### src/rtl/div_iter_ctrl_pkg.sv
// Shared definitions for the iterative divider controller.
//   - FSM state encoding (IDLE, RUN, FIX, DONE)
//   - operand width, iteration counter width and last-iteration value
//   - default quotient returned on divide-by-zero
// Optional feature macro used by the design: DIV_SIGNED_EN (signed DIV support).
package div_iter_ctrl_pkg;

   localparam int DATA_W = 32;
   localparam int CNT_W  = 5;

   localparam logic [CNT_W-1:0]  ITER_LAST     = 5'd31;
   localparam logic [DATA_W-1:0] DIV0_QUOT_DEF = 32'hFFFF_FFFF;

   typedef enum logic [1:0] {
      ST_IDLE = 2'd0,
      ST_RUN  = 2'd1,
      ST_FIX  = 2'd2,
      ST_DONE = 2'd3
   } div_state_e;

endpackage

### src/rtl/div_iter_ctrl_if.sv
// Pipeline <-> divider handshake and data bundle.
//   master : EX-stage side (drives start/cancel/operands, observes status/results)
//   slave  : divider side
// Signals:
//   start, cancel, div_signed      request, flush, signed-op select
//   dividend, divisor [31:0]       operands, sampled on the accept cycle
//   ready, busy, done              status; done is a one-cycle result strobe
//   quotient, remainder [31:0]     results, held until the next accept
interface div_iter_ctrl_if;
   import div_iter_ctrl_pkg::*;

   logic              start;
   logic              cancel;
   logic              div_signed;
   logic [DATA_W-1:0] dividend;
   logic [DATA_W-1:0] divisor;
   logic              ready;
   logic              busy;
   logic              done;
   logic [DATA_W-1:0] quotient;
   logic [DATA_W-1:0] remainder;

   modport master (
      output start, cancel, div_signed, dividend, divisor,
      input  ready, busy, done, quotient, remainder
   );

   modport slave (
      input  start, cancel, div_signed, dividend, divisor,
      output ready, busy, done, quotient, remainder
   );

endinterface

### src/rtl/div_iter_ctrl_cla_32.sv
// 32-bit carry-lookahead adder: sum = a + b + cin, cout = carry out of bit 31.
// Built from eight 4-bit lookahead groups with a group-carry chain.
// Ports:
//   a, b [31:0]  addends
//   cin          carry in
//   sum [31:0]   result
//   cout         carry out
module cla_32 (
   input  logic [31:0] a,
   input  logic [31:0] b,
   input  logic        cin,
   output logic [31:0] sum,
   output logic        cout
);

   logic [31:0] g;
   logic [31:0] p;
   logic [31:0] c;
   logic [8:0]  cg;
   logic [3:0]  gg;
   logic [3:0]  pp;
   logic        ci;

   always_comb begin
      g  = a & b;
      p  = a ^ b;
      c  = '0;
      cg = '0;
      gg = '0;
      pp = '0;
      ci = 1'b0;
      cg[0] = cin;
      for (int i = 0; i < 8; i++) begin
         gg = g[4*i +: 4];
         pp = p[4*i +: 4];
         ci = cg[i];
         c[4*i]   = ci;
         c[4*i+1] = gg[0] | (pp[0] & ci);
         c[4*i+2] = gg[1] | (pp[1] & gg[0]) | (pp[1] & pp[0] & ci);
         c[4*i+3] = gg[2] | (pp[2] & gg[1]) | (pp[2] & pp[1] & gg[0])
                  | (pp[2] & pp[1] & pp[0] & ci);
         cg[i+1]  = gg[3] | (pp[3] & gg[2]) | (pp[3] & pp[2] & gg[1])
                  | (pp[3] & pp[2] & pp[1] & gg[0]) | ((&pp) & ci);
      end
   end

   assign sum  = p ^ c;
   assign cout = cg[8];

endmodule

### src/rtl/div_iter_ctrl.sv
// Iterative 32-bit restoring divider controller (DIV/DIVU -> HI/LO).
// One quotient bit per cycle using a single shared cla_32 as trial subtractor.
// Accept at cycle 0 -> done at cycle 34; divide-by-zero -> done at cycle 2.
//
// state | meaning
// ------+---------------------------------------------------------------
// IDLE  | ready=1; waiting for start (cancel in the same cycle wins)
// RUN   | 32 restoring steps, counter 0..31
// FIX   | one cycle: sign fix-up, results registered
// DONE  | one cycle: done=1, results valid
//
// Ports:
//   clk    system clock
//   reset  asynchronous, active-high
//   bus    div_iter_ctrl_if.slave (handshake, operands, results)
// Parameters:
//   WIDTH      operand width, must be 32 (matches cla_32)
//   DIV0_QUOT  quotient returned on divide-by-zero
// Build option:
//   DIV_SIGNED_EN  defined   : div_signed honoured (magnitude at load, negate in FIX)
//                  undefined : all operations unsigned, latency unchanged
module div_iter_ctrl
   import div_iter_ctrl_pkg::*;
#(
   parameter int               WIDTH     = DATA_W,
   parameter logic [WIDTH-1:0] DIV0_QUOT = DIV0_QUOT_DEF
) (
   input  logic           clk,
   input  logic           reset,
   div_iter_ctrl_if.slave bus
);

   div_state_e       state_q, state_d;
   logic [CNT_W-1:0] cnt_q, cnt_d;
   logic [WIDTH-1:0] wq_q, wq_d;
   logic [WIDTH-1:0] wr_q, wr_d;
   logic [WIDTH-1:0] bmag_q, bmag_d;
   logic [WIDTH-1:0] quot_q, quot_d;
   logic [WIDTH-1:0] rem_q, rem_d;

   logic             accept;
   logic             div0;
   logic [WIDTH-1:0] a_mag;
   logic [WIDTH-1:0] b_mag;
   logic [WIDTH-1:0] fix_quot;
   logic [WIDTH-1:0] fix_rem;

   logic [WIDTH:0]   rs;
   logic [WIDTH-1:0] diff;
   logic             cout;
   logic             qbit;

   assign accept = (state_q == ST_IDLE) & bus.start & ~bus.cancel;
   assign div0   = (bus.divisor == '0);

`ifdef DIV_SIGNED_EN
   logic neg_a;
   logic neg_b;
   logic qsign_q;
   logic rsign_q;

   assign neg_a = bus.div_signed & bus.dividend[WIDTH-1];
   assign neg_b = bus.div_signed & bus.divisor[WIDTH-1];
   assign a_mag = neg_a ? -bus.dividend : bus.dividend;
   assign b_mag = neg_b ? -bus.divisor  : bus.divisor;

   // Divide-by-zero results are returned raw, so no sign is recorded for them.
   always_ff @(posedge clk or posedge reset) begin
      if (reset) begin
         qsign_q <= 1'b0;
         rsign_q <= 1'b0;
      end else if (accept) begin
         qsign_q <= (neg_a ^ neg_b) & ~div0;
         rsign_q <= neg_a & ~div0;
      end
   end

   assign fix_quot = qsign_q ? -wq_q : wq_q;
   assign fix_rem  = rsign_q ? -wr_q : wr_q;
`else
   logic div_signed_unused;

   assign div_signed_unused = bus.div_signed;
   assign a_mag    = bus.dividend;
   assign b_mag    = bus.divisor;
   assign fix_quot = wq_q;
   assign fix_rem  = wr_q;
`endif

   // Trial subtract: rs[31:0] - b_mag; cout=1 means no borrow.
   assign rs = {wr_q, wq_q[WIDTH-1]};

   cla_32 u_sub (
      .a    (rs[WIDTH-1:0]),
      .b    (~bmag_q),
      .cin  (1'b1),
      .sum  (diff),
      .cout (cout)
   );

   // rs[32] set means the shifted remainder already exceeds 2^32 > b_mag.
   assign qbit = rs[WIDTH] | cout;

   always_comb begin
      state_d = state_q;
      cnt_d   = cnt_q;
      wq_d    = wq_q;
      wr_d    = wr_q;
      bmag_d  = bmag_q;
      quot_d  = quot_q;
      rem_d   = rem_q;

      case (state_q)
         ST_IDLE: begin
            if (accept) begin
               cnt_d  = '0;
               bmag_d = b_mag;
               if (div0) begin
                  wq_d    = DIV0_QUOT;
                  wr_d    = bus.dividend;
                  state_d = ST_FIX;
               end else begin
                  wq_d    = a_mag;
                  wr_d    = '0;
                  state_d = ST_RUN;
               end
            end
         end
         ST_RUN: begin
            wr_d  = qbit ? diff : rs[WIDTH-1:0];
            wq_d  = {wq_q[WIDTH-2:0], qbit};
            cnt_d = cnt_q + 5'd1;
            if (cnt_q == ITER_LAST) begin
               state_d = ST_FIX;
            end
         end
         ST_FIX: begin
            quot_d  = fix_quot;
            rem_d   = fix_rem;
            state_d = ST_DONE;
         end
         ST_DONE: begin
            state_d = ST_IDLE;
         end
         default: begin
            state_d = ST_IDLE;
         end
      endcase

      // Flush: abort without touching the visible results.
      if (bus.cancel && (state_q != ST_IDLE)) begin
         state_d = ST_IDLE;
         cnt_d   = '0;
         quot_d  = quot_q;
         rem_d   = rem_q;
      end
   end

   always_ff @(posedge clk or posedge reset) begin
      if (reset) begin
         state_q <= ST_IDLE;
         cnt_q   <= '0;
         wq_q    <= '0;
         wr_q    <= '0;
         bmag_q  <= '0;
         quot_q  <= '0;
         rem_q   <= '0;
      end else begin
         state_q <= state_d;
         cnt_q   <= cnt_d;
         wq_q    <= wq_d;
         wr_q    <= wr_d;
         bmag_q  <= bmag_d;
         quot_q  <= quot_d;
         rem_q   <= rem_d;
      end
   end

   assign bus.ready     = (state_q == ST_IDLE);
   assign bus.busy      = (state_q == ST_RUN) | (state_q == ST_FIX);
   assign bus.done      = (state_q == ST_DONE) & ~bus.cancel;
   assign bus.quotient  = quot_q;
   assign bus.remainder = rem_q;

endmodule

### src/flat_wrapper.sv
// flat-port wrapper written by rule: the top's interface ports become plain ports
module div_iter_ctrl_flat import div_iter_ctrl_pkg::*;
#(
   parameter int               WIDTH     = DATA_W,
   parameter logic [WIDTH-1:0] DIV0_QUOT = DIV0_QUOT_DEF
)
  (clk, reset, bus_start, bus_cancel, bus_div_signed, bus_dividend, bus_divisor, bus_ready, bus_busy, bus_done, bus_quotient, bus_remainder);
  div_iter_ctrl_if bus_i ();
  input  logic clk;
  input  logic reset;
  input wire logic [$bits(bus_i.start)-1:0] bus_start;
  input wire logic [$bits(bus_i.cancel)-1:0] bus_cancel;
  input wire logic [$bits(bus_i.div_signed)-1:0] bus_div_signed;
  input wire logic [$bits(bus_i.dividend)-1:0] bus_dividend;
  input wire logic [$bits(bus_i.divisor)-1:0] bus_divisor;
  output wire logic [$bits(bus_i.ready)-1:0] bus_ready;
  output wire logic [$bits(bus_i.busy)-1:0] bus_busy;
  output wire logic [$bits(bus_i.done)-1:0] bus_done;
  output wire logic [$bits(bus_i.quotient)-1:0] bus_quotient;
  output wire logic [$bits(bus_i.remainder)-1:0] bus_remainder;
  assign bus_i.start = bus_start;
  assign bus_i.cancel = bus_cancel;
  assign bus_i.div_signed = bus_div_signed;
  assign bus_i.dividend = bus_dividend;
  assign bus_i.divisor = bus_divisor;
  assign bus_ready = bus_i.ready;
  assign bus_busy = bus_i.busy;
  assign bus_done = bus_i.done;
  assign bus_quotient = bus_i.quotient;
  assign bus_remainder = bus_i.remainder;
  div_iter_ctrl #(.WIDTH(WIDTH), .DIV0_QUOT(DIV0_QUOT)) u_core (.clk(clk), .reset(reset), .bus(bus_i));
endmodule
### config.mk
export PLATFORM = sky130hd
export DESIGN_NAME = div_iter_ctrl_flat
export DESIGN_NICKNAME = d
export VERILOG_FILES = /design/src/rtl/div_iter_ctrl_pkg.sv /design/src/rtl/div_iter_ctrl_if.sv /design/src/rtl/div_iter_ctrl_cla_32.sv /design/src/rtl/div_iter_ctrl.sv /design/src/flat_wrapper.sv
export SDC_FILE = /design/constraint.sdc
export NUM_CORES = 1
export LEC_CHECK = 0
export ABC_AREA = 1
export CORE_MARGIN = 1
export CORE_UTILIZATION = 55
export DETAILED_ROUTE_END_ITERATION = 12
export GPL_ROUTABILITY_DRIVEN = 1
export PLACE_DENSITY = 0.92
export SLEW_MARGIN = 30
export SYNTH_ARGS = -nofsm -noshare
export SYNTH_HDL_FRONTEND = slang
export SYNTH_SLANG_ARGS = --single-unit
### constraint.sdc
create_clock -name clk -period 11 [get_ports clk]
set_clock_uncertainty 0.05 [all_clocks]
set_input_delay 1.65 -clock clk [delete_from_list [all_inputs] [get_ports clk]]
set_output_delay 1.65 -clock clk [all_outputs]
set_load 0.02 [all_outputs]
[Word level (Yosys, flattened, before mapping)]
Index checks and enable logic that the tools add are counted.
Operators by class
  bitwise operators: 207
  add/subtract/negate cells: 1
  mux-type cells: 15
  multiply operators: 0
  shift-type cells: 0
  reductions and logical operators: 19
  equal/unequal tests: 7
  div/mod/pow operators: 0
  $lt $le $gt $ge: 0
Operators by type and width (number)
  two-way mux 32 bit: 5
  case mux 32 bit (2 select lines): 2
  AND 1 bit: 119
  OR 1 bit: 82
  bitwise XOR 32 bit: 2
  AND 32 bit: 1
  zero test 32 bit: 1
  NOT 32 bit: 1
  AND reduction 4 bit: 8
  two-way mux 5 bit: 2
  case mux 5 bit (2 select lines): 1
  AND reduction 2 bit: 5
  two-way mux 2 bit: 4
  case mux 2 bit (4 select lines): 1
  != test 3 x 1 -> 1 bit, second input constant: 2
  adder 5 x 1 -> 5 bit, second input constant: 1
  equality test 5 bit, second input constant: 1
  equality test 2 bit, second input constant: 2
  nonzero test 2 bit: 2
  nonzero test 3 bit: 1
  equality test 2 x 1 -> 1 bit, second input constant: 1
  zero test 2 bit: 1
  != test 2 x 1 -> 1 bit, second input constant: 1
  NOT 1 bit: 2
  logical AND 1 bit: 1
Storage, ports and cells
  latch bits: 0
  RAM bits: 0
  word-level logic and storage cells: 256
  memories kept: 0
  register bits: 167
  bits in read-only memories: 0

[Logic depth before layout (Yosys ltp)]
  word-level depth: 24
  gate-level depth with buffers: 26
  mapped depth without buffers: 25

[Cells and area by module]
A second synthesis with hierarchy kept.
Second synthesis, totals
  cell total of the unflattened synthesis: 1135
  area total of the unflattened synthesis: 9250.1 um^2
By module, submodules not included
  div_iter_ctrl: area each 7868.8 um^2, times used 1, cells each 953
  cla_32: area each 1381.3 um^2, times used 1, cells each 182

[Worst setup path before layout]
OpenSTA, ideal clock, no wires.
  path kind: input to output
  start: in bus_cancel
  end: out bus_done
  path buffers: 0
  data required time: 9.300 ns
  stages: 1
  data arrival time: 1.943 ns
  setup slack: 7.357 ns
  cells stage by stage: nor2_1
Between the ends
  cells in the longest elaborated chain, start to end: 2
Ends and longest elaborated chain
  start, declared: RTL line flat_wrapper.sv:12  | input wire logic [$bits(bus_i.cancel)-1:0] bus_cancel;
  NOT 1 bit: RTL line div_iter_ctrl.sv:181  | assign bus.done = (state_q == ST_DONE) & ~bus.cancel;
  AND 1 bit: RTL line div_iter_ctrl.sv:181
  end, declared: RTL line flat_wrapper.sv:18  | output wire logic [$bits(bus_i.done)-1:0] bus_done;
No other way between the ends.

[Worst setup path in the final report]
  start: in bus_divisor[10]
  end: reg u_core.wr_q[0], in the netlist u_core.fix_rem[0]
Between the ends
  cells in the longest elaborated chain, start to end: 4
Ends and longest elaborated chain
  start, declared: RTL line flat_wrapper.sv:15  | input wire logic [$bits(bus_i.divisor)-1:0] bus_divisor;
  zero test 32 bit: RTL line div_iter_ctrl.sv:54  | assign div0 = (bus.divisor == '0);
  two-way mux 32 bit: RTL line div_iter_ctrl.sv:118  | if (div0) begin
  two-way mux 32 bit: RTL line div_iter_ctrl.sv:115  | if (accept) begin
  case mux 32 bit (2 select lines): RTL line div_iter_ctrl.sv:113  | case (state_q)
  end signal, assigned: RTL line div_iter_ctrl.sv:172  | wr_q <= wr_d;
  end, declared: RTL line div_iter_ctrl.sv:36  | logic [WIDTH-1:0] wr_q, wr_d;
No other way between the ends. The select of a mux whose other input is x is not followed.
A chain may end at the register's enable or synchronous reset.

==> impl_metrics.sql <==
INSERT INTO impl_metrics (metric_group, metric, value, unit) VALUES
('cts', 'worst_skew_pair.late_latency', '440', 'ps'),
('cells_and_area', 'mostFrequentLayoutCell', 'sky130_fd_sc_hd__nand2_1', ''),
('timing', 'max_clock_freq', '203', 'MHz'),
('worst_setup_path', 'timing.critical_path.arrival', '5230', 'ps'),
('placement', 'dp_cells', '1336', ''),
('cts', 'cts.repair_timing.setup_buffer_count', '0', ''),
('worst_setup_path', 'crit_path_cell_trace', 'clkdlybuf4s50_1, nor4_1, nand4_1, nor2_1, buf_4, inv_1, nor2_1, inv_1, o21ai_0, inv_1, a21oi_1', ''),
('timing', 'timing.slew.headroom', '0.339', ''),
('cts', 'cts.htree.levels', '4', ''),
('cts', 'cts_hold_repair.buffers', '0', ''),
('synth', 'synth_seq_area_share', '0.468', ''),
('flow_run', 'maxCapViolations', '0', ''),
('route', 'totalWireLength', '23.6', 'mm'),
('worst_setup_path', 'worstSetupPathDepth', '11', ''),
('timing', 'tightest_slew', '989', 'ps'),
('synth', 'ys_warn_count', '0', ''),
('route', 'drtPass1Iterations', '7', ''),
('global_route', 'grt_pass1_vias', '7730', ''),
('power', 'p_leak', '5.12', 'nW'),
('route', 'detailed_route_vias_per_instance', '5.77', ''),
('placement', 'dp_hpwl', '16.0', 'mm'),
('run_status', 'outcome', 'finished clean', ''),
('cells_and_area', 'drive_gt1_frac', '0.0929', ''),
('worst_setup_path', 'rr_worst_depth', '13', ''),
('floorplanning', 'design.die.area', '0.0168', 'mm^2'),
('cts', 'path_clk_slew', '70', 'ps'),
('synth', 'synth_cell_type_count', '43', ''),
('route', 'postRouteAntennaNets', '0', ''),
('worst_setup_path', 'crit-reg2reg-launch', 'u_core.state_q[1]', ''),
('worst_setup_path', 'reg2reg_slack', '7070', 'ps'),
('cells_and_area', 'net_count_reported_at_finish', '1255', ''),
('floorplanning', 'placement_rows', '46', ''),
('cells_and_area', 'final_cells', '1368', ''),
('cts', 'cts_tree', 'done', ''),
('cells_and_area', 'layout_common_cells', 'sky130_fd_sc_hd__nand2_1, sky130_fd_sc_hd__dfrtp_1, sky130_fd_sc_hd__nor2_1', ''),
('cts', 'numCtsBuffers', '17', ''),
('worst_setup_path', 'critical_path.max_stage_delay', '680', 'ps'),
('worst_setup_path', 'crit_type', 'primary input to flip-flop', ''),
('timing', 'report.final.setup_viol', '0', ''),
('cells_and_area', 'num_antenna_cells', '0', ''),
('global_route', 'overflow', '0', ''),
('floorplanning', 'design.core.area', '0.0159', 'mm^2'),
('power', 'power_density', '352', 'mW/mm^2'),
('route', 'vias', '7889', ''),
('cts', 'cts_root_buffer', 'sky130_fd_sc_hd__clkbuf_16', ''),
('synth', 'post_synth_instance_area', '0.00894', 'mm^2'),
('global_route', 'antenna_found_initial', '2', ''),
('cells_and_area', 'area_growth_from_synthesis_to_layout', '23.2', '%'),
('cts', 'postcts_resize_cnt', '0', ''),
('timing', 'final_hold_viol_count', '0', ''),
('worst_setup_path', 'rr_endpoint', 'u_core.fix_rem[9]', ''),
('timing', 'finalSetupTns', '0', 'ps'),
('route', 'drtIter0Drc', '848', ''),
('timing', 'unrepaired_setup_endpoints_after_global_routing', 'false', ''),
('worst_setup_path', 'cpMaxStageDelayCell', 'sky130_fd_sc_hd__inv_1', ''),
('timing', 'layout_worst_path_cycle_share', '0.447', ''),
('worst_setup_path', 'crit_path_start', 'bus_divisor[10]', ''),
('floorplanning', 'die_y', '129', 'um'),
('route', 'avgRoutedWirePerCell', '17.2', 'um'),
('worst_setup_path', 'worst-path-buf-inv', '5', ''),
('power', 'vdd_ir_drop_max', '0.168', 'mV'),
('synth', 'dominantRegCellSynth', 'sky130_fd_sc_hd__dfrtp_1', ''),
('global_route', 'global_route_wire_length_before_repair', '38.3', 'mm'),
('worst_setup_path', 'crit_required', '11320', 'ps'),
('worst_setup_path', 'critical_path_peak_fanout', '31', ''),
('global_route', 'groute.usage.overall', '0.301', ''),
('cts', 'clkSinkCount', '167', ''),
('placement', 'final_wtd_congestion', '0.873', ''),
('worst_setup_path', 'worst_setup_path_endpoint', 'u_core.fix_rem[0]', ''),
('synth', 'total_nets_after_synthesis', '1148', ''),
('timing', 'timing.final.crit_period', '4920', 'ps');
-- cell usage after synthesis, types with 2 or more instances --
cell type	number	share of area
sky130_fd_sc_hd__nand3_1	36	0.020
sky130_fd_sc_hd__nor4_1	8	0.0056
sky130_fd_sc_hd__xor2_1	4	0.0039
sky130_fd_sc_hd__ha_1	40	0.056
sky130_fd_sc_hd__nand2_4	4	0.0050
sky130_fd_sc_hd__a211oi_1	2	0.0017
sky130_fd_sc_hd__mux2_2	41	0.052
sky130_fd_sc_hd__a41oi_1	30	0.029
sky130_fd_sc_hd__clkinv_1	3	0.0013
sky130_fd_sc_hd__buf_8	2	0.0034
sky130_fd_sc_hd__nor3_1	6	0.0034
sky130_fd_sc_hd__clkbuf_1	36	0.015
sky130_fd_sc_hd__dfrtp_1	167	0.47
sky130_fd_sc_hd__buf_1	8	0.0034
sky130_fd_sc_hd__o21ai_1	4	0.0022
sky130_fd_sc_hd__o21ai_0	39	0.022
sky130_fd_sc_hd__a21oi_1	90	0.050
sky130_fd_sc_hd__nor2_1	142	0.060
sky130_fd_sc_hd__o22ai_1	3	0.0021
sky130_fd_sc_hd__nand2_2	6	0.0042
sky130_fd_sc_hd__a31oi_1	18	0.013
sky130_fd_sc_hd__nand4_1	16	0.011
sky130_fd_sc_hd__nand2_1	183	0.077
sky130_fd_sc_hd__inv_2	3	0.0013
sky130_fd_sc_hd__fa_1	7	0.016
sky130_fd_sc_hd__buf_2	5	0.0028
sky130_fd_sc_hd__buf_6	2	0.0025
sky130_fd_sc_hd__xnor2_1	7	0.0069
sky130_fd_sc_hd__o21ai_2	2	0.0020
sky130_fd_sc_hd__inv_1	104	0.044
sky130_fd_sc_hd__o21a_1	2	0.0017
-- cell families after synthesis --
family | Yosys count | synth area share
xor gates and xnor gates | 11 | 0.0108
and+or+nand+nor | 406 | 0.194
muxes | 41 | 0.0517
adders and majority gates | 47 | 0.0717
AOI/OAI and AO/OA | 196 | 0.130
DFF | 167 | 0.468
buffers and inverters | 164 | 0.0743
-- area by class of cell --
class | count | area, um^2
Clock buffer | 21 | 480
Clock inverter | 11 | 146
Fill cell | 1214 | 4870
Inverter | 110 | 418
Multi-Input combinational cell | 701 | 4110
Sequential cell | 167 | 4180
Tap cell | 216 | 270
Timing Repair Buffer | 142 | 1410
-- power breakdown --
part	total [mW]	internal [mW]	switching, mW	leakage (nW)
Sequential	1.13	0.917	0.212	1.93
Clock	0.626	0.381	0.245	0.305
Combinational	2.13	0.845	1.28	2.88
-- worst register-to-register path: cells and delay by family (launching register included) --
kind	cells	cell delay, ps
buf+inv	7	2300
compound gates	3	720
simple gates	2	160
flops	1	410
fa+ha+maj	1	180
-- stage by stage --
stage / setup slack [ps] / area (um^2) / total power [mW] / hold slack [ps] / utilization
floorplan: 4780 / 8940 / 2.60 / 399 / -
global placement: 5890 / 10400 / 3.09 / 411 / 0.654
detailed placement: 5830 / 10400 / 3.20 / 415 / 0.654
CTS: 6220 / 11000 / 3.86 / 432 / 0.693
global route: 5800 / 11000 / 4.17 / 464 / 0.693
finish: 6080 / 11000 / 3.88 / 434 / 0.693
-- metal layers --
metal,share of wire,GRT usage
met1,0.41,0.386
met2,0.48,0.486
met3,0.086,0.0718
met4,0.032,0.135
met5,0.00064,0
-- sequential cells by signal (all words and copies together), names as in the netlist --
register and cells:
u_core.state_q 2, u_core.fix_rem 32, u_core.bus.quotient 32, u_core.fix_quot 32
u_core.bmag_q 32, u_core.bus.remainder 32, u_core.cnt_q 5
-- how the worst min path moves through the flow --
stage,from,end,slack (ps),cells after the start
6_report,u_core.bus.remainder[27],u_core.bus.remainder[27],430,2
5_1_grt,u_core.fix_rem[31],u_core.fix_rem[31],460,2
4_1_cts,u_core.fix_rem[31],u_core.fix_rem[31],430,2
3_5_place_dp,u_core.fix_rem[31],u_core.fix_rem[31],420,2
3_3_place_gp,u_core.fix_rem[31],u_core.fix_rem[31],410,2
2_1_floorplan,u_core.fix_rem[31],u_core.fix_rem[31],400,2
No activity file was read; power rests on OpenSTA's default activity.
